## config.mk

```make
export PLATFORM = sky130hd
export DESIGN_NAME = conv_pool_engine_flat
export DESIGN_NICKNAME = d
export VERILOG_FILES = /design/src/rtl/conv_pool_engine_if.sv /design/src/rtl/conv_pool_engine.sv /design/src/flat_wrapper.sv
export SDC_FILE = /design/constraint.sdc
export NUM_CORES = 1
export LEC_CHECK = 0
export CAP_MARGIN = 20
export CORE_ASPECT_RATIO = 0.5
export CORE_MARGIN = 4
export CORE_UTILIZATION = 29
export CTS_BUF_LIST = sky130_fd_sc_hd__clkbuf_2
export DETAILED_ROUTE_END_ITERATION = 8
export PLACE_DENSITY = 0.48
export SLEW_MARGIN = 10
export SYNTH_ARGS = -nofsm -noshare
export SYNTH_HDL_FRONTEND = slang
export SYNTH_SLANG_ARGS = --single-unit
```

## constraint.sdc

```tcl
create_clock -name clk -period 7 [get_ports clk]
set_input_delay 1.4 -clock clk [delete_from_list [all_inputs] [get_ports clk]]
set_output_delay 1.4 -clock clk [all_outputs]
set_load 0.1 [all_outputs]
```

## src/rtl/conv_pool_engine_if.sv

```systemverilog
// Memory/control bundle for conv_pool_engine.
// master: the engine (drives the memory strobes and status, takes start/pool_en/read data).
// slave : the environment (memory plus sequencer driving start/pool_en).
//   start, pool_en : run request and pooling mode, sampled when the engine is idle
//   read, write    : single-port byte memory strobes, never high together
//   addr           : memory address (AW bits)
//   mem_wdata      : write data (DW bits)
//   mem_rdata      : read data, valid the cycle after read
//   busy, done     : run in progress / one-cycle completion pulse
interface conv_pool_engine_if #(
  parameter int unsigned DW = 8,
  parameter int unsigned AW = 8
);
  logic          start;
  logic          pool_en;
  logic          read;
  logic          write;
  logic [AW-1:0] addr;
  logic [DW-1:0] mem_wdata;
  logic [DW-1:0] mem_rdata;
  logic          busy;
  logic          done;

  modport master (
    input  start, pool_en, mem_rdata,
    output read, write, addr, mem_wdata, busy, done
  );

  modport slave (
    output start, pool_en, mem_rdata,
    input  read, write, addr, mem_wdata, busy, done
  );
endinterface

```

## src/rtl/conv_pool_engine.sv

```systemverilog
// KxK valid-mode convolution of an unsigned image with a signed kernel, both read from a
// shared single-port byte memory, followed by arithmetic right shift, clamp to [0, 2^DW-1]
// and optional 2x2/stride-2 max pooling. Results are written back row-major at OUT_BASE.
// Ports:
//   clk : rising-edge clock
//   rst : synchronous active-high reset; aborts a run without further memory access
//   bus : conv_pool_engine_if master side (start/pool_en in, memory strobes and status out)
module conv_pool_engine #(
  parameter int unsigned DW       = 8,
  parameter int unsigned AW       = 8,
  parameter int unsigned IMG_W    = 8,
  parameter int unsigned IMG_H    = 8,
  parameter int unsigned K        = 3,
  parameter int unsigned IN_BASE  = 1,
  parameter int unsigned KER_BASE = 65,
  parameter int unsigned OUT_BASE = 128,
  parameter int unsigned SHIFT    = 0,
  parameter int unsigned ACCW     = 20
) (
  input logic                clk,
  input logic                rst,
  conv_pool_engine_if.master bus
);

  localparam int unsigned KK    = K * K;
  localparam int unsigned OH    = IMG_H - K + 1;
  localparam int unsigned OW    = IMG_W - K + 1;
  localparam int unsigned PH    = OH / 2;
  localparam int unsigned PW    = OW / 2;
  localparam int unsigned CntW  = $clog2(KK + 1);
  localparam int unsigned KW    = $clog2(K + 1);
  localparam int unsigned RW    = $clog2(IMG_H + 1);
  localparam int unsigned CW    = $clog2(IMG_W + 1);
  localparam int unsigned ProdW = 2 * DW + 1;
  localparam bit          PoolEmpty = (PH == 0) || (PW == 0);
  localparam logic signed [ACCW-1:0] YMax = ACCW'({DW{1'b1}});

  typedef enum logic [2:0] {
    StIdle,
    StLoadK,
    StConv,
    StPost,
    StWrite,
    StDone
  } state_e;

  state_e                  state_q, state_d;
  logic                    pool_q, pool_d;
  logic [CntW-1:0]         cnt_q, cnt_d;
  logic [KW-1:0]           ki_q, ki_d;
  logic [KW-1:0]           kj_q, kj_d;
  logic [RW-1:0]           out_r_q, out_r_d;
  logic [CW-1:0]           out_c_q, out_c_d;
  logic [1:0]              sub_q, sub_d;
  logic [AW-1:0]           out_idx_q, out_idx_d;
  logic signed [ACCW-1:0]  acc_q, acc_d;
  logic [DW-1:0]           res_q, res_d;
  // Weights live in a rotating register file: tap 0 is always at w_q[0], so the multiplier
  // needs no index mux. A full pass of K*K rotations restores the original order.
  logic signed [DW-1:0]    w_q [KK];
  logic signed [DW-1:0]    w_d [KK];

  logic [31:0]             conv_r, conv_c;
  logic signed [ProdW-1:0] prod;
  logic signed [ACCW-1:0]  shifted;
  logic [DW-1:0]           y;
  logic                    rd_phase;
  logic [CW-1:0]           last_c;
  logic [RW-1:0]           last_r;

  // Conv coordinate of the element being computed; in pool mode the output counters hold
  // the window index and sub_q selects the element inside the 2x2 window.
  always_comb begin
    if (pool_q) begin
      conv_r = (32'(out_r_q) << 1) + 32'(sub_q[1]);
      conv_c = (32'(out_c_q) << 1) + 32'(sub_q[0]);
      last_r = RW'(PH - 1);
      last_c = CW'(PW - 1);
    end else begin
      conv_r = 32'(out_r_q);
      conv_c = 32'(out_c_q);
      last_r = RW'(OH - 1);
      last_c = CW'(OW - 1);
    end
  end

  always_comb begin
    prod    = ProdW'($signed({1'b0, bus.mem_rdata})) * ProdW'(w_q[0]);
    shifted = acc_q >>> SHIFT;
    if (shifted[ACCW-1]) begin
      y = '0;
    end else if (shifted > YMax) begin
      y = {DW{1'b1}};
    end else begin
      y = shifted[DW-1:0];
    end
  end

  assign rd_phase = ((state_q == StLoadK) || (state_q == StConv)) && (cnt_q != CntW'(KK));

  always_comb begin
    state_d   = state_q;
    pool_d    = pool_q;
    cnt_d     = cnt_q;
    ki_d      = ki_q;
    kj_d      = kj_q;
    out_r_d   = out_r_q;
    out_c_d   = out_c_q;
    sub_d     = sub_q;
    out_idx_d = out_idx_q;
    acc_d     = acc_q;
    res_d     = res_q;
    w_d       = w_q;

    unique case (state_q)
      StIdle: begin
        if (bus.start) begin
          state_d   = StLoadK;
          pool_d    = bus.pool_en;
          cnt_d     = '0;
          ki_d      = '0;
          kj_d      = '0;
          out_r_d   = '0;
          out_c_d   = '0;
          sub_d     = '0;
          out_idx_d = '0;
        end
      end

      StLoadK: begin
        // Data returning in cycle n>0 belongs to the read issued in cycle n-1.
        if (cnt_q != '0) begin
          for (int i = 0; i < int'(KK) - 1; i++) begin
            w_d[i] = w_q[i+1];
          end
          w_d[KK-1] = $signed(bus.mem_rdata);
        end
        if (cnt_q == CntW'(KK)) begin
          cnt_d   = '0;
          state_d = (pool_q && PoolEmpty) ? StDone : StConv;
        end else begin
          cnt_d = cnt_q + CntW'(1);
        end
      end

      StConv: begin
        if (cnt_q == '0) begin
          acc_d = '0;
        end else begin
          acc_d = acc_q + ACCW'(prod);
          for (int i = 0; i < int'(KK) - 1; i++) begin
            w_d[i] = w_q[i+1];
          end
          w_d[KK-1] = w_q[0];
        end
        if (rd_phase) begin
          if (kj_q == KW'(K - 1)) begin
            kj_d = '0;
            ki_d = (ki_q == KW'(K - 1)) ? '0 : ki_q + KW'(1);
          end else begin
            kj_d = kj_q + KW'(1);
          end
        end
        if (cnt_q == CntW'(KK)) begin
          cnt_d   = '0;
          state_d = StPost;
        end else begin
          cnt_d = cnt_q + CntW'(1);
        end
      end

      StPost: begin
        if (!pool_q) begin
          res_d   = y;
          state_d = StWrite;
        end else begin
          // First element of a window loads directly, the rest keep the running max.
          if ((sub_q == 2'd0) || (y > res_q)) begin
            res_d = y;
          end
          sub_d   = sub_q + 2'd1;
          state_d = (sub_q == 2'd3) ? StWrite : StConv;
        end
      end

      StWrite: begin
        out_idx_d = out_idx_q + AW'(1);
        if (out_c_q == last_c) begin
          out_c_d = '0;
          if (out_r_q == last_r) begin
            state_d = StDone;
          end else begin
            out_r_d = out_r_q + RW'(1);
            state_d = StConv;
          end
        end else begin
          out_c_d = out_c_q + CW'(1);
          state_d = StConv;
        end
      end

      StDone: begin
        state_d = StIdle;
      end

      default: begin
        state_d = StIdle;
      end
    endcase
  end

  always_comb begin
    bus.read      = rd_phase;
    bus.write     = (state_q == StWrite);
    bus.busy      = (state_q != StIdle) && (state_q != StDone);
    bus.done      = (state_q == StDone);
    bus.addr      = '0;
    bus.mem_wdata = '0;
    if (rd_phase && (state_q == StLoadK)) begin
      bus.addr = AW'(KER_BASE + 32'(cnt_q));
    end else if (rd_phase) begin
      bus.addr = AW'(IN_BASE + (conv_r + 32'(ki_q)) * IMG_W + conv_c + 32'(kj_q));
    end else if (state_q == StWrite) begin
      bus.addr      = AW'(OUT_BASE) + out_idx_q;
      bus.mem_wdata = res_q;
    end
  end

  always_ff @(posedge clk) begin
    if (rst) begin
      state_q   <= StIdle;
      pool_q    <= 1'b0;
      cnt_q     <= '0;
      ki_q      <= '0;
      kj_q      <= '0;
      out_r_q   <= '0;
      out_c_q   <= '0;
      sub_q     <= '0;
      out_idx_q <= '0;
      acc_q     <= '0;
      res_q     <= '0;
      for (int i = 0; i < int'(KK); i++) begin
        w_q[i] <= '0;
      end
    end else begin
      state_q   <= state_d;
      pool_q    <= pool_d;
      cnt_q     <= cnt_d;
      ki_q      <= ki_d;
      kj_q      <= kj_d;
      out_r_q   <= out_r_d;
      out_c_q   <= out_c_d;
      sub_q     <= sub_d;
      out_idx_q <= out_idx_d;
      acc_q     <= acc_d;
      res_q     <= res_d;
      for (int i = 0; i < int'(KK); i++) begin
        w_q[i] <= w_d[i];
      end
    end
  end

endmodule

```

## src/flat_wrapper.sv

```systemverilog
// flat-port wrapper written by rule: the top's interface ports become plain ports
module conv_pool_engine_flat 
#(
  parameter int unsigned DW       = 8,
  parameter int unsigned AW       = 8,
  parameter int unsigned IMG_W    = 8,
  parameter int unsigned IMG_H    = 8,
  parameter int unsigned K        = 3,
  parameter int unsigned IN_BASE  = 1,
  parameter int unsigned KER_BASE = 65,
  parameter int unsigned OUT_BASE = 128,
  parameter int unsigned SHIFT    = 0,
  parameter int unsigned ACCW     = 20
)
  (clk, rst, bus_start, bus_pool_en, bus_mem_rdata, bus_read, bus_write, bus_addr, bus_mem_wdata, bus_busy, bus_done);
  conv_pool_engine_if #(.DW(DW), .AW(AW)) bus_i ();
  input logic clk;
  input logic rst;
  input wire logic [$bits(bus_i.start)-1:0] bus_start;
  input wire logic [$bits(bus_i.pool_en)-1:0] bus_pool_en;
  input wire logic [$bits(bus_i.mem_rdata)-1:0] bus_mem_rdata;
  output wire logic [$bits(bus_i.read)-1:0] bus_read;
  output wire logic [$bits(bus_i.write)-1:0] bus_write;
  output wire logic [$bits(bus_i.addr)-1:0] bus_addr;
  output wire logic [$bits(bus_i.mem_wdata)-1:0] bus_mem_wdata;
  output wire logic [$bits(bus_i.busy)-1:0] bus_busy;
  output wire logic [$bits(bus_i.done)-1:0] bus_done;
  assign bus_i.start = bus_start;
  assign bus_i.pool_en = bus_pool_en;
  assign bus_i.mem_rdata = bus_mem_rdata;
  assign bus_read = bus_i.read;
  assign bus_write = bus_i.write;
  assign bus_addr = bus_i.addr;
  assign bus_mem_wdata = bus_i.mem_wdata;
  assign bus_busy = bus_i.busy;
  assign bus_done = bus_i.done;
  conv_pool_engine #(.DW(DW), .AW(AW), .IMG_W(IMG_W), .IMG_H(IMG_H), .K(K), .IN_BASE(IN_BASE), .KER_BASE(KER_BASE), .OUT_BASE(OUT_BASE), .SHIFT(SHIFT), .ACCW(ACCW)) u_core (.clk(clk), .rst(rst), .bus(bus_i));
endmodule
```

==> impl_metrics.py, run 1 <==
metrics = {
    "worst_setup_path": {
        "startpoint_type": "flip-flop",
        "worstSetupStartpoint": "u_core.pool_q",
        "critical_path_required_ps": 5600,
        "critPathArrivalTime_ps": 4820,
        "critical_path.endpoint_type": "output pin",
        "timing.rr.start": "u_core.w_q[71]",
        "critical_path.endpoint": "bus_addr[7]",
        "rr_endpoint": "u_core.acc_q[15]",
        "critical_path_class": "reg -> out",
        "timing.reg2reg.setup_slack_ps": 1380,
        "critPathMaxFanout": 13,
        "r2r_cells": 14,
    },
    "min_path": {
        "worst_hold_launch": "u_core.w_q[41]",
        "hold_path.class": "reg -> reg",
        "min_delay_path_depth": 2,
    },
    "placement": {
        "portBuffers": 31,
        "placedInstanceArea_sq_mm": 0.00960,
        "place_congestion": 0.796,
        "dp_slack_ps": 267,
        "post-place-cells": 1470,
        "sum_of_net_half_perimeters_after_detailed_placement_mm": 15.8,
    },
    "power": {
        "p_per_area_mw_per_mm2": 206,
        "power.total_mw": 2.02,
        "leakagePower_nw": 4.12,
        "worst_supply_voltage_drop_on_vdd_v": 0.000152,
    },
    "cells_and_area": {
        "fin_area_sq_mm": 0.00981,
        "utilization_after_layout_pct": 32.3,
        "share_of_layout_cells_above_drive_strength_1_pct": 5.26,
        "layout.nets": 1237,
        "layout-area-overhead-vs-synth_pct": 9.40,
        "filler_cell_count": 3208,
        "final-instance-count-excl-fill": 1503,
    },
    "clock_network": {
        "cts_buffers": 17,
        "hold_fix_buffer_count_after_cts": 0,
        "htree_num_levels": 4,
        "postCtsSetupRepairBufs": 0,
        "max-clock-path-buffers": 2,
        "tritoncts": "yes",
        "clock_tree.root_cell": "sky130_fd_sc_hd__clkbuf_2",
        "clkSlewWorstSetupHoldPaths_ps": 230,
        "clock_insertion_delay_at_the_later_pin_of_the_skew_report_ps": 740,
        "clock_sink_count": 130,
        "post_cts_resize_count": 0,
    },
    "die": {
        "initial_core_util_pct": 29.5,
        "fp.coreArea_sq_mm": 0.0304,
        "die_y_microns": 132,
        "floorplan.rows": 45,
        "die_area_sq_mm": 0.0340,
        "fp.dieW_microns": 257,
        "design.portCount": 32,
    },
    "yosys": {
        "netlist_instances": 1096,
        "synthesis.area_sq_mm": 0.00897,
        "synth.most_common_cell": "sky130_fd_sc_hd__nand2_1",
        "syn_area_per_cell_sq_um": 8.19,
        "dominantRegCellSynth": "sky130_fd_sc_hd__dfxtp_1",
        "synth_async_sr_flop_share_pct": 0,
        "post_synth_num_cell_types": 61,
        "number_of_storage_elements_in_the_synthesis_netlist": 130,
        "yosysTopAreaCellShare_pct": 29.0,
        "top_post_synthesis_cells_by_count": "sky130_fd_sc_hd__nand2_1, sky130_fd_sc_hd__dfxtp_1, sky130_fd_sc_hd__a21oi_1, sky130_fd_sc_hd__inv_1, sky130_fd_sc_hd__ha_1",
        "synth_top_area_cell": "sky130_fd_sc_hd__dfxtp_1",
        "yosys_warnings": 0,
        "portion_of_the_post_synthesis_area_used_by_sequential_elements_pct": 29.0,
        "synth.top_cells.by_area": "sky130_fd_sc_hd__dfxtp_1, sky130_fd_sc_hd__fa_1, sky130_fd_sc_hd__ha_1",
        "mapped_nets": 1243,
        "synth-edff-count": 0,
    },
    "global_route": {
        "global_route.usage.total_pct": 12.6,
        "grt_max_degree": 90,
        "vias_in_the_first_global_route": 6903,
        "globalRouteOverflowTotal": 0,
        "grt_first_pass_wirelength_mm": 35.2,
        "antenna_found_initial": 1,
    },
    "drt": {
        "via_count": 7230,
        "detailedRoute.firstIterationViolations": 529,
        "route.detailed.vias_per_inst": 4.81,
        "drc_errors": 0,
        "drt_wl_total_mm": 21.2,
        "routedWlPerCell_microns": 14.1,
        "drt-pass1-iter-count": 4,
        "ant_nets": 0,
    },
    "sta": {
        "finalSetupTns_ps": 0,
        "post_layout_worst_setup_margin_ps": 782,
        "setup_viol_count_final": 0,
        "drv_slew": 0,
        "timing_worst_slew_pin_value_ps": 1060,
        "max-slew-margin-rel_pct": 29.1,
        "post-route-period-util_pct": 88.8,
        "hold_slack_ps": 450,
        "unrepaired_setup_endpoints_after_global_routing": "false",
        "report.final.hold_viol_count": 0,
        "timing.clock.skew_ps": 45.8,
        "finalWorstPathRequiredPeriod_ps": 6220,
        "achievable-frequency_mhz": 161,
    },
    "job": {
        "max-cap-violations": 0,
    },
    "status": {
        "run_status": "complete, no violations",
    },
}
kinds of logic (layout without fill, tap and decap cells):
family                     Yosys count  after routing  synth area share [%]
xor gates and xnor gates            26             26                  2.54
AOI/OAI and AO/OA                  222            222                  15.3
buffers and inverters              156            163                  6.72
muxes                               17             17                  1.97
and+or+nand+nor                    410            410                  21.2
adders and majority gates          135            135                  23.3
other                                0              1                     0
DFF                                130            130                  29.0
worst min path at each step:
stage	to	slack (ps)
finish	u_core.w_q[49]	450
global route	u_core.w_q[17]	460
CTS	u_core.w_q[49]	450
detailed placement	u_core.w_q[24]	450
global placement	u_core.w_q[44]	440
floorplan	u_core.w_q[16]	430
report_power, final:
part / internal (mW) / leakage [nW] / switching (mW)
clock: 0.103 / 0.125 / 0.331
sequential: 0.774 / 1.05 / 0.0439
combinational: 0.186 / 2.94 / 0.585
state kept, by name, indices dropped and copies added, names as in the netlist, 2 cells and up:
signal and cells:
u_core.acc_q 20, u_core.cnt_q 4, u_core.ki_q 2, u_core.kj_q 2, u_core.out_c_q 4, u_core.out_idx_q 8
u_core.out_r_q 4, u_core.res_q 8, u_core.state_q 3, u_core.sub_q 2, u_core.w_q 72
routing by layer:
metal | vias to the layer above | global-route usage (%) | wire length, microns
li1 | 3667 | - | -
met4 | 0 | 3.27 | 310
met5 | - | 0 | 0
met1 | 3451 | 17.9 | 10800
met2 | 91 | 19.7 | 9510
met3 | 21 | 2.48 | 623
cells in the final DEF (no fill, tap or decap), types with 5 or more instances in the layout:
| master | n |
|---|---|
| sky130_fd_sc_hd__and3_1 | 5 |
| sky130_fd_sc_hd__dfxtp_1 | 130 |
| sky130_fd_sc_hd__nand2_1 | 200 |
| sky130_fd_sc_hd__fa_1 | 53 |
| sky130_fd_sc_hd__nand4_1 | 7 |
| sky130_fd_sc_hd__or2_2 | 5 |
| sky130_fd_sc_hd__clkbuf_2 | 17 |
| sky130_fd_sc_hd__ha_1 | 82 |
| sky130_fd_sc_hd__clkdlybuf4s50_1 | 30 |
| sky130_fd_sc_hd__nor2_1 | 69 |
| sky130_fd_sc_hd__inv_6 | 5 |
| sky130_fd_sc_hd__xor2_1 | 9 |
| sky130_fd_sc_hd__a21o_1 | 7 |
| sky130_fd_sc_hd__nand3_1 | 22 |
| sky130_fd_sc_hd__xnor2_1 | 17 |
| sky130_fd_sc_hd__mux2i_1 | 12 |
| sky130_fd_sc_hd__buf_4 | 9 |
| sky130_fd_sc_hd__and2_1 | 31 |
| sky130_fd_sc_hd__a22oi_1 | 14 |
| sky130_fd_sc_hd__or3_1 | 5 |
| sky130_fd_sc_hd__o21ai_0 | 26 |
| sky130_fd_sc_hd__a311oi_1 | 8 |
| sky130_fd_sc_hd__nand2b_1 | 24 |
| sky130_fd_sc_hd__nor2b_1 | 10 |
| sky130_fd_sc_hd__nor3_1 | 8 |
| sky130_fd_sc_hd__a221oi_1 | 6 |
| sky130_fd_sc_hd__inv_1 | 91 |
| sky130_fd_sc_hd__a21oi_1 | 115 |
| sky130_fd_sc_hd__mux2_2 | 5 |
| sky130_fd_sc_hd__a32o_1 | 5 |
critical path, stage by stage (launching register included):
cell and delay [ps]:
sky130_fd_sc_hd__dfxtp_1 660, sky130_fd_sc_hd__mux2_2 390, sky130_fd_sc_hd__ha_1 200, sky130_fd_sc_hd__fa_1 480, sky130_fd_sc_hd__ha_1 370, sky130_fd_sc_hd__nand2_1 70, sky130_fd_sc_hd__o21ai_0 290, sky130_fd_sc_hd__o211ai_1 170
sky130_fd_sc_hd__xnor2_1 190, sky130_fd_sc_hd__o2bb2ai_1 130, sky130_fd_sc_hd__clkdlybuf4s50_1 1160
final cells by class:
type / instances / area (sq um) / area share, %
Antenna cell: 1 / 2.50 / 0.0255
Sequential cell: 130 / 2600 / 26.5
Multi-Input combinational cell: 810 / 5770 / 58.8
Timing Repair Buffer: 40 / 388 / 3.95
Clock buffer: 17 / 85.1 / 0.867
Clock inverter: 15 / 123 / 1.25
Inverter: 91 / 342 / 3.48
Tap cell: 399 / 499 / 5.09
No activity file was read; power rests on OpenSTA's default activity.
==> run 2: changes to the inputs <==
--- a/config.mk
+++ b/config.mk
@@ -5,13 +5,14 @@
 export SDC_FILE = /design/constraint.sdc
 export NUM_CORES = 1
 export LEC_CHECK = 0
-export CAP_MARGIN = 20
+export CAP_MARGIN = 25
 export CORE_ASPECT_RATIO = 0.5
 export CORE_MARGIN = 4
 export CORE_UTILIZATION = 29
 export CTS_BUF_LIST = sky130_fd_sc_hd__clkbuf_2
 export DETAILED_ROUTE_END_ITERATION = 8
-export PLACE_DENSITY = 0.48
+export DONT_BUFFER_PORTS = 1
+export PLACE_DENSITY = 0.47
 export SLEW_MARGIN = 10
 export SYNTH_ARGS = -nofsm -noshare
 export SYNTH_HDL_FRONTEND = slang
==> run 2 against run 1 <==
Worst setup slack improved by 610 ps. Critical path depth unchanged. Final cell count decreased by 1.5%. Design area decreased by 0.91%. Via count decreased by 1.8%. Flip-flop and latch count unchanged. Combinational power increased by 5.8%. Routed wire length increased by 0.18%. Hold slack got worse by 15 ps. Utilization decreased by 0.29 points.
==> impl_metrics.py, run 2 (synthesized netlist as in run 1, its figures left out) <==
metrics = {
    "cells_and_area": {
        "filler_cell_count": 3178,
        "mostFrequentLayoutCells": "sky130_fd_sc_hd__nand2_1, sky130_fd_sc_hd__dfxtp_1, sky130_fd_sc_hd__a21oi_1",
        "share_of_layout_cells_above_drive_strength_1_pct": 7.42,
        "layout-area-overhead-vs-synth_pct": 8.41,
        "fin_area_sq_mm": 0.00973,
        "layout_top_registers": "u_core.w_q (72), u_core.acc_q (20)",
        "registers.top_by_ff_count": "u_core.w_q",
        "largest_register_ff_count": 72,
        "layout.cells.most_common": "sky130_fd_sc_hd__nand2_1",
        "layout.nets": 1212,
    },
    "power": {
        "worst_supply_voltage_drop_on_vdd_v": 0.000133,
        "p_per_area_mw_per_mm2": 218,
        "power.combinational.fraction_pct": 38.6,
        "leakagePower_nw": 4.08,
        "pwr-share-seq_pct": 37.9,
        "netSwitchingPower_uw": 985,
        "power.share.clock_pct": 23.6,
        "internal_power_mw": 1.13,
        "switching_share_pct": 46.5,
    },
    "clock_network": {
        "clock_tree.root_cell": "sky130_fd_sc_hd__clkbuf_2",
        "clkSlewWorstSetupHoldPaths_ps": 250,
        "clock_sink_count": 130,
        "htree_num_levels": 4,
        "max-clock-path-buffers": 2,
        "clock_insertion_delay_at_the_later_pin_of_the_skew_report_ps": 740,
        "tritoncts": "yes",
        "postCtsSetupRepairBufs": 0,
        "post_cts_resize_count": 0,
        "hold_fix_buffer_count_after_cts": 0,
        "cts_buffers": 17,
    },
    "min_path": {
        "hold_path.class": "reg -> reg",
    },
    "global_route": {
        "grt_max_degree": 133,
        "grt_first_pass_wirelength_mm": 35.7,
        "antenna_found_initial": 1,
        "vias_in_the_first_global_route": 6961,
        "global_route.usage.total_pct": 12.7,
        "globalRouteOverflowTotal": 0,
    },
    "die": {
        "fp.dieW_microns": 257,
        "initial_core_util_pct": 29.5,
        "die_y_microns": 132,
        "design.portCount": 32,
        "floorplan.rows": 45,
        "die_area_sq_mm": 0.0340,
        "fp.coreArea_sq_mm": 0.0304,
    },
    "sta": {
        "drv_slew": 0,
        "unrepaired_setup_endpoints_after_global_routing": "false",
        "setup_viol_count_final": 0,
        "timing.clock.skew_ps": 33.3,
        "report.final.hold_viol_count": 0,
        "finalSetupTns_ps": 0,
        "finalWorstPathRequiredPeriod_ps": 5610,
        "post-route-period-util_pct": 80.2,
        "achievable-frequency_mhz": 178,
        "post_layout_worst_setup_margin_ps": 1390,
        "max-slew-margin-rel_pct": 27.1,
        "hold_slack_ps": 434,
        "timing_worst_slew_pin_value_ps": 1090,
    },
    "drt": {
        "routedWlPerCell_microns": 14.4,
        "drt-pass1-iter-count": 5,
        "ant_nets": 0,
        "route.detailed.vias_per_inst": 4.80,
        "drc_errors": 0,
        "drt_wl_total_mm": 21.3,
        "detailedRoute.firstIterationViolations": 461,
        "via_count": 7099,
    },
    "placement": {
        "place_congestion": 0.810,
        "sum_of_net_half_perimeters_after_detailed_placement_mm": 15.3,
        "portBuffers": 0,
        "dp_slack_ps": 928,
        "placedInstanceArea_sq_mm": 0.00946,
    },
    "worst_setup_path": {
        "startpoint_type": "flip-flop",
        "critical_path.endpoint_type": "output pin",
        "critPathArrivalTime_ps": 4210,
        "critical_path_required_ps": 5600,
        "critPathMaxFanout": 24,
        "critical_path_class": "reg -> out",
    },
    "job": {
        "max-cap-violations": 0,
    },
    "status": {
        "run_status": "complete, no violations",
    },
}
run 2: critical path, stage by stage, from the launching register on:
cell                      delay [ps]
sky130_fd_sc_hd__dfxtp_1         370
sky130_fd_sc_hd__buf_4           270
sky130_fd_sc_hd__mux2_2          390
sky130_fd_sc_hd__ha_1            210
sky130_fd_sc_hd__fa_1            440
sky130_fd_sc_hd__ha_1            360
sky130_fd_sc_hd__nand2_1          60
sky130_fd_sc_hd__o21ai_0         270
sky130_fd_sc_hd__xor2_1          180
sky130_fd_sc_hd__a22oi_1          90
sky130_fd_sc_hd__nor2_2          830
run 2: worst paths after layout:
check                                    start  slack (ps)  cells past startpoint                to
worst max-delay path             u_core.pool_q        1390                     10       bus_addr[5]
worst min-delay path            u_core.w_q[22]         430                      2    u_core.w_q[30]
worst max register to register  u_core.w_q[71]        1580                     14  u_core.acc_q[18]
worst min register to register  u_core.w_q[22]         430                      2    u_core.w_q[30]
run 2: cell type report:
cell class | count | area (sq um) | share of cell area [%]
repair buffers | 15 | 198 | 2.03
well taps | 399 | 499 | 5.13
multi-input cells | 810 | 5820 | 59.9
clock inverters | 15 | 169 | 1.74
flip-flops and latches | 130 | 2600 | 26.8
clock buffers | 17 | 85.1 | 0.875
diodes | 3 | 7.51 | 0.0772
inverters | 91 | 342 | 3.51
run 2: per-stage QoR:
step	power (mW)	cells	utilization (%)
final	2.12	1480	32.0
after global routing	2.23	1480	32.0
after CTS	2.15	1477	32.0
after detailed placement	1.64	1445	31.1
after global placement	1.55	1441	30.8
after floorplan	1.40	1096	-
run 2: power groups by stage:
stage | clock, mW | combinational, mW | sequential [mW]
6_report | 0.499 | 0.816 | 0.802
5_1_grt | 0.553 | 0.873 | 0.806
4_1_cts | 0.529 | 0.823 | 0.802
3_5_place_dp | 0 | 0.821 | 0.815
3_3_place_gp | 0 | 0.735 | 0.814
2_1_floorplan | 0 | 0.598 | 0.806
run 2: per-layer routing:
| metal | routed length, microns | vias up | global-route usage (%) | share of wire [%] |
|---|---|---|---|---|
| li1 | - | 3620 | - | - |
| met1 | 10700 | 3389 | 17.7 | 50 |
| met2 | 9740 | 76 | 20.6 | 46 |
| met3 | 601 | 14 | 2.34 | 2.8 |
| met4 | 202 | 0 | 3.00 | 0.95 |
| met5 | 0 | - | 0 | 0 |
==> run 3: changes to the inputs <==
--- a/config.mk
+++ b/config.mk
@@ -12,7 +12,7 @@
 export CTS_BUF_LIST = sky130_fd_sc_hd__clkbuf_2
 export DETAILED_ROUTE_END_ITERATION = 8
 export DONT_BUFFER_PORTS = 1
-export PLACE_DENSITY = 0.47
+export PLACE_DENSITY = 0.48
 export SLEW_MARGIN = 10
 export SYNTH_ARGS = -nofsm -noshare
 export SYNTH_HDL_FRONTEND = slang
==> constraint.sdc (replaced) <==
create_clock -name clk -period 4.7 [get_ports clk]
set_input_delay 0.94 -clock clk [delete_from_list [all_inputs] [get_ports clk]]
set_output_delay 0.94 -clock clk [all_outputs]
set_load 0.1 [all_outputs]
==> run 3 against run 2 <==
The flow now finishes with violations (negative setup slack). Hold slack lost 200 ps. Non-clock buffer count grew 74. Die area is the same. Clock power grew 55%. Routed wire length grew 5.0%. Largest power group is now registers. Highest routed layer unchanged.
==> impl_metrics.py, run 3 (synthesized netlist as in run 1, its figures left out) <==
metrics = {
    "sta": {
        "timing_worst_slew_pin_value_ps": 870,
        "report.final.hold_viol_count": 0,
        "finalSetupTns_ps": -137,
        "finalWorstPathRequiredPeriod_ps": 4790,
        "achievable-frequency_mhz": 209,
        "timing.clock.skew_ps": 60.4,
        "post-route-period-util_pct": 102,
        "setup_viol_count_final": 3,
        "max-slew-margin-rel_pct": 42.2,
        "unrepaired_setup_endpoints_after_global_routing": "true",
        "drv_slew": 0,
        "post_layout_worst_setup_margin_ps": -93.0,
    },
    "min_path": {
        "worst_hold_launch": "rst",
        "hold_path.class": "in -> reg",
        "min_delay_path_depth": 1,
    },
    "placement": {
        "placedInstanceArea_sq_mm": 0.0100,
        "place_congestion": 0.821,
        "post-place-cells": 1506,
        "sum_of_net_half_perimeters_after_detailed_placement_mm": 16.2,
        "portBuffers": 0,
    },
    "die": {
        "fp.coreArea_sq_mm": 0.0304,
        "die_area_sq_mm": 0.0340,
        "die_y_microns": 132,
        "design.portCount": 32,
        "initial_core_util_pct": 29.5,
        "fp.dieW_microns": 257,
        "floorplan.rows": 45,
    },
    "worst_setup_path": {
        "timing.rr.start": "u_core.w_q[71]",
        "startpoint_type": "flip-flop",
        "critPathArrivalTime_ps": 5430,
        "critical_path.endpoint_type": "flip-flop",
        "critical_path_required_ps": 5340,
        "critical_path_class": "reg -> reg",
        "critPathMaxFanout": 3,
        "worstSetupStartpoint": "u_core.w_q[71]",
        "r2r_cells": 16,
    },
    "clock_network": {
        "max-clock-path-buffers": 2,
        "tritoncts": "yes",
        "clock_tree.root_cell": "sky130_fd_sc_hd__clkbuf_2",
        "hold_fix_buffer_count_after_cts": 0,
        "clock_sink_count": 130,
        "cts_buffers": 17,
        "clock_insertion_delay_at_the_later_pin_of_the_skew_report_ps": 770,
        "clkSlewWorstSetupHoldPaths_ps": 250,
        "htree_num_levels": 4,
    },
    "drt": {
        "detailroute.wirelength.met2_mm": 10.0,
        "drt_wl_total_mm": 22.3,
        "routedWlPerCell_microns": 14.4,
        "met1_layer_wirelength_in_the_final_routing_mm": 11.3,
        "route.detailed.vias_per_inst": 4.81,
        "detailedRoute.firstIterationViolations": 487,
        "drc_errors": 0,
        "met3_wirelength_from_detailed_routing_microns": 738,
        "drt-pass1-iter-count": 5,
        "maxUsedRoutingLayer": "met4",
        "via_count": 7465,
        "ant_nets": 0,
    },
    "cells_and_area": {
        "share_of_layout_cells_above_drive_strength_1_pct": 17.0,
        "largest_register_ff_count": 72,
        "layout-area-overhead-vs-synth_pct": 17.6,
        "fin_area_sq_mm": 0.0105,
        "layout.nets": 1286,
        "final-instance-count-excl-fill": 1553,
        "registers.top_by_ff_count": "u_core.w_q",
        "utilization_after_layout_pct": 34.7,
        "mostFrequentLayoutCells": "sky130_fd_sc_hd__nand2_1, sky130_fd_sc_hd__dfxtp_1, sky130_fd_sc_hd__a21oi_1",
        "layout.cells.most_common": "sky130_fd_sc_hd__nand2_1",
        "layout_top_registers": "u_core.w_q (72), u_core.acc_q (20)",
    },
    "status": {
        "run_status": "finished with violations",
        "violations": "negative setup slack",
    },
    "global_route": {
        "grt_max_degree": 133,
        "vias_in_the_first_global_route": 7229,
        "global_route.usage.total_pct": 13.2,
        "globalRouteOverflowTotal": 0,
        "grt_first_pass_wirelength_mm": 37.1,
        "antenna_found_initial": 1,
    },
    "power": {
        "p_per_area_mw_per_mm2": 304,
        "power.total_mw": 3.21,
        "worst_supply_voltage_drop_on_vdd_v": 0.000189,
        "leakagePower_nw": 4.49,
    },
    "job": {
        "max-cap-violations": 0,
    },
}
run 3: cell types whose count changed in the layout (fill, tap and decap cells not counted), sizes merged:
cell | before | now
inv | 100 | 97
diode | 3 | 2
bufinv | 1 | 2
clkinv | 2 | 6
clkinvlp | 3 | 1
buf | 14 | 88
run 3: where the power goes:
group	internal, mW	switching, mW
registers	1.15	0.0670
logic	0.331	0.886
clock network	0.262	0.512
total	1.74	1.47
run 3: metrics by stage:
step	hold slack (ps)	setup slack, ps
after floorplan	432	-501
after global placement	436	-629
after detailed placement	444	-656
after CTS	165	-31.0
after global routing	119	-278
final	231	-93.0
run 3: metal layers:
metal,global-route usage [%],vias to the layer above
met3,2.96,18
met5,0,-
li1,-,3768
met4,3.51,0
met2,20.8,98
met1,18.4,3581
run 3: repair_timing:
item                                    4_1_cts  5_1_grt
pin swaps                                    24       18
setup buffers                                 7        5
endpoints found under the setup margin        9       11
resized for setup                            29       14
cloned                                        0        0
endpoints found under the hold margin         0        0
run 3: final timing paths:
check / end / slack [ps]
setup / recovery: u_core.acc_q[19] / -90
hold reg to reg: u_core.w_q[70] / 430
hold / removal: u_core.pool_q / 230
setup reg to reg: u_core.acc_q[19] / -90
run 3: cell type report:
type	count	area, sq um
diodes	2	5.00
clock buffers	17	85.1
clock inverters	15	173
fillers	3122	19900
inverters	91	342
multi-input cells	810	6030
flip-flops and latches	130	2630
well taps	399	499
repair buffers	89	788
run 3: worst max-delay path, stage by stage, from the launching register on:
cell and delay [ps]:
sky130_fd_sc_hd__dfxtp_2 410, sky130_fd_sc_hd__buf_6 130, sky130_fd_sc_hd__nand2b_4 50, sky130_fd_sc_hd__fa_1 460, sky130_fd_sc_hd__fa_1 530, sky130_fd_sc_hd__inv_2 50
sky130_fd_sc_hd__fa_1 490, sky130_fd_sc_hd__fa_1 540, sky130_fd_sc_hd__fa_2 480, sky130_fd_sc_hd__ha_4 180, sky130_fd_sc_hd__a21o_1 160, sky130_fd_sc_hd__a31o_2 220
sky130_fd_sc_hd__o211ai_1 210, sky130_fd_sc_hd__buf_4 150, sky130_fd_sc_hd__a21oi_2 40, sky130_fd_sc_hd__or3_1 340, sky130_fd_sc_hd__a32o_1 240
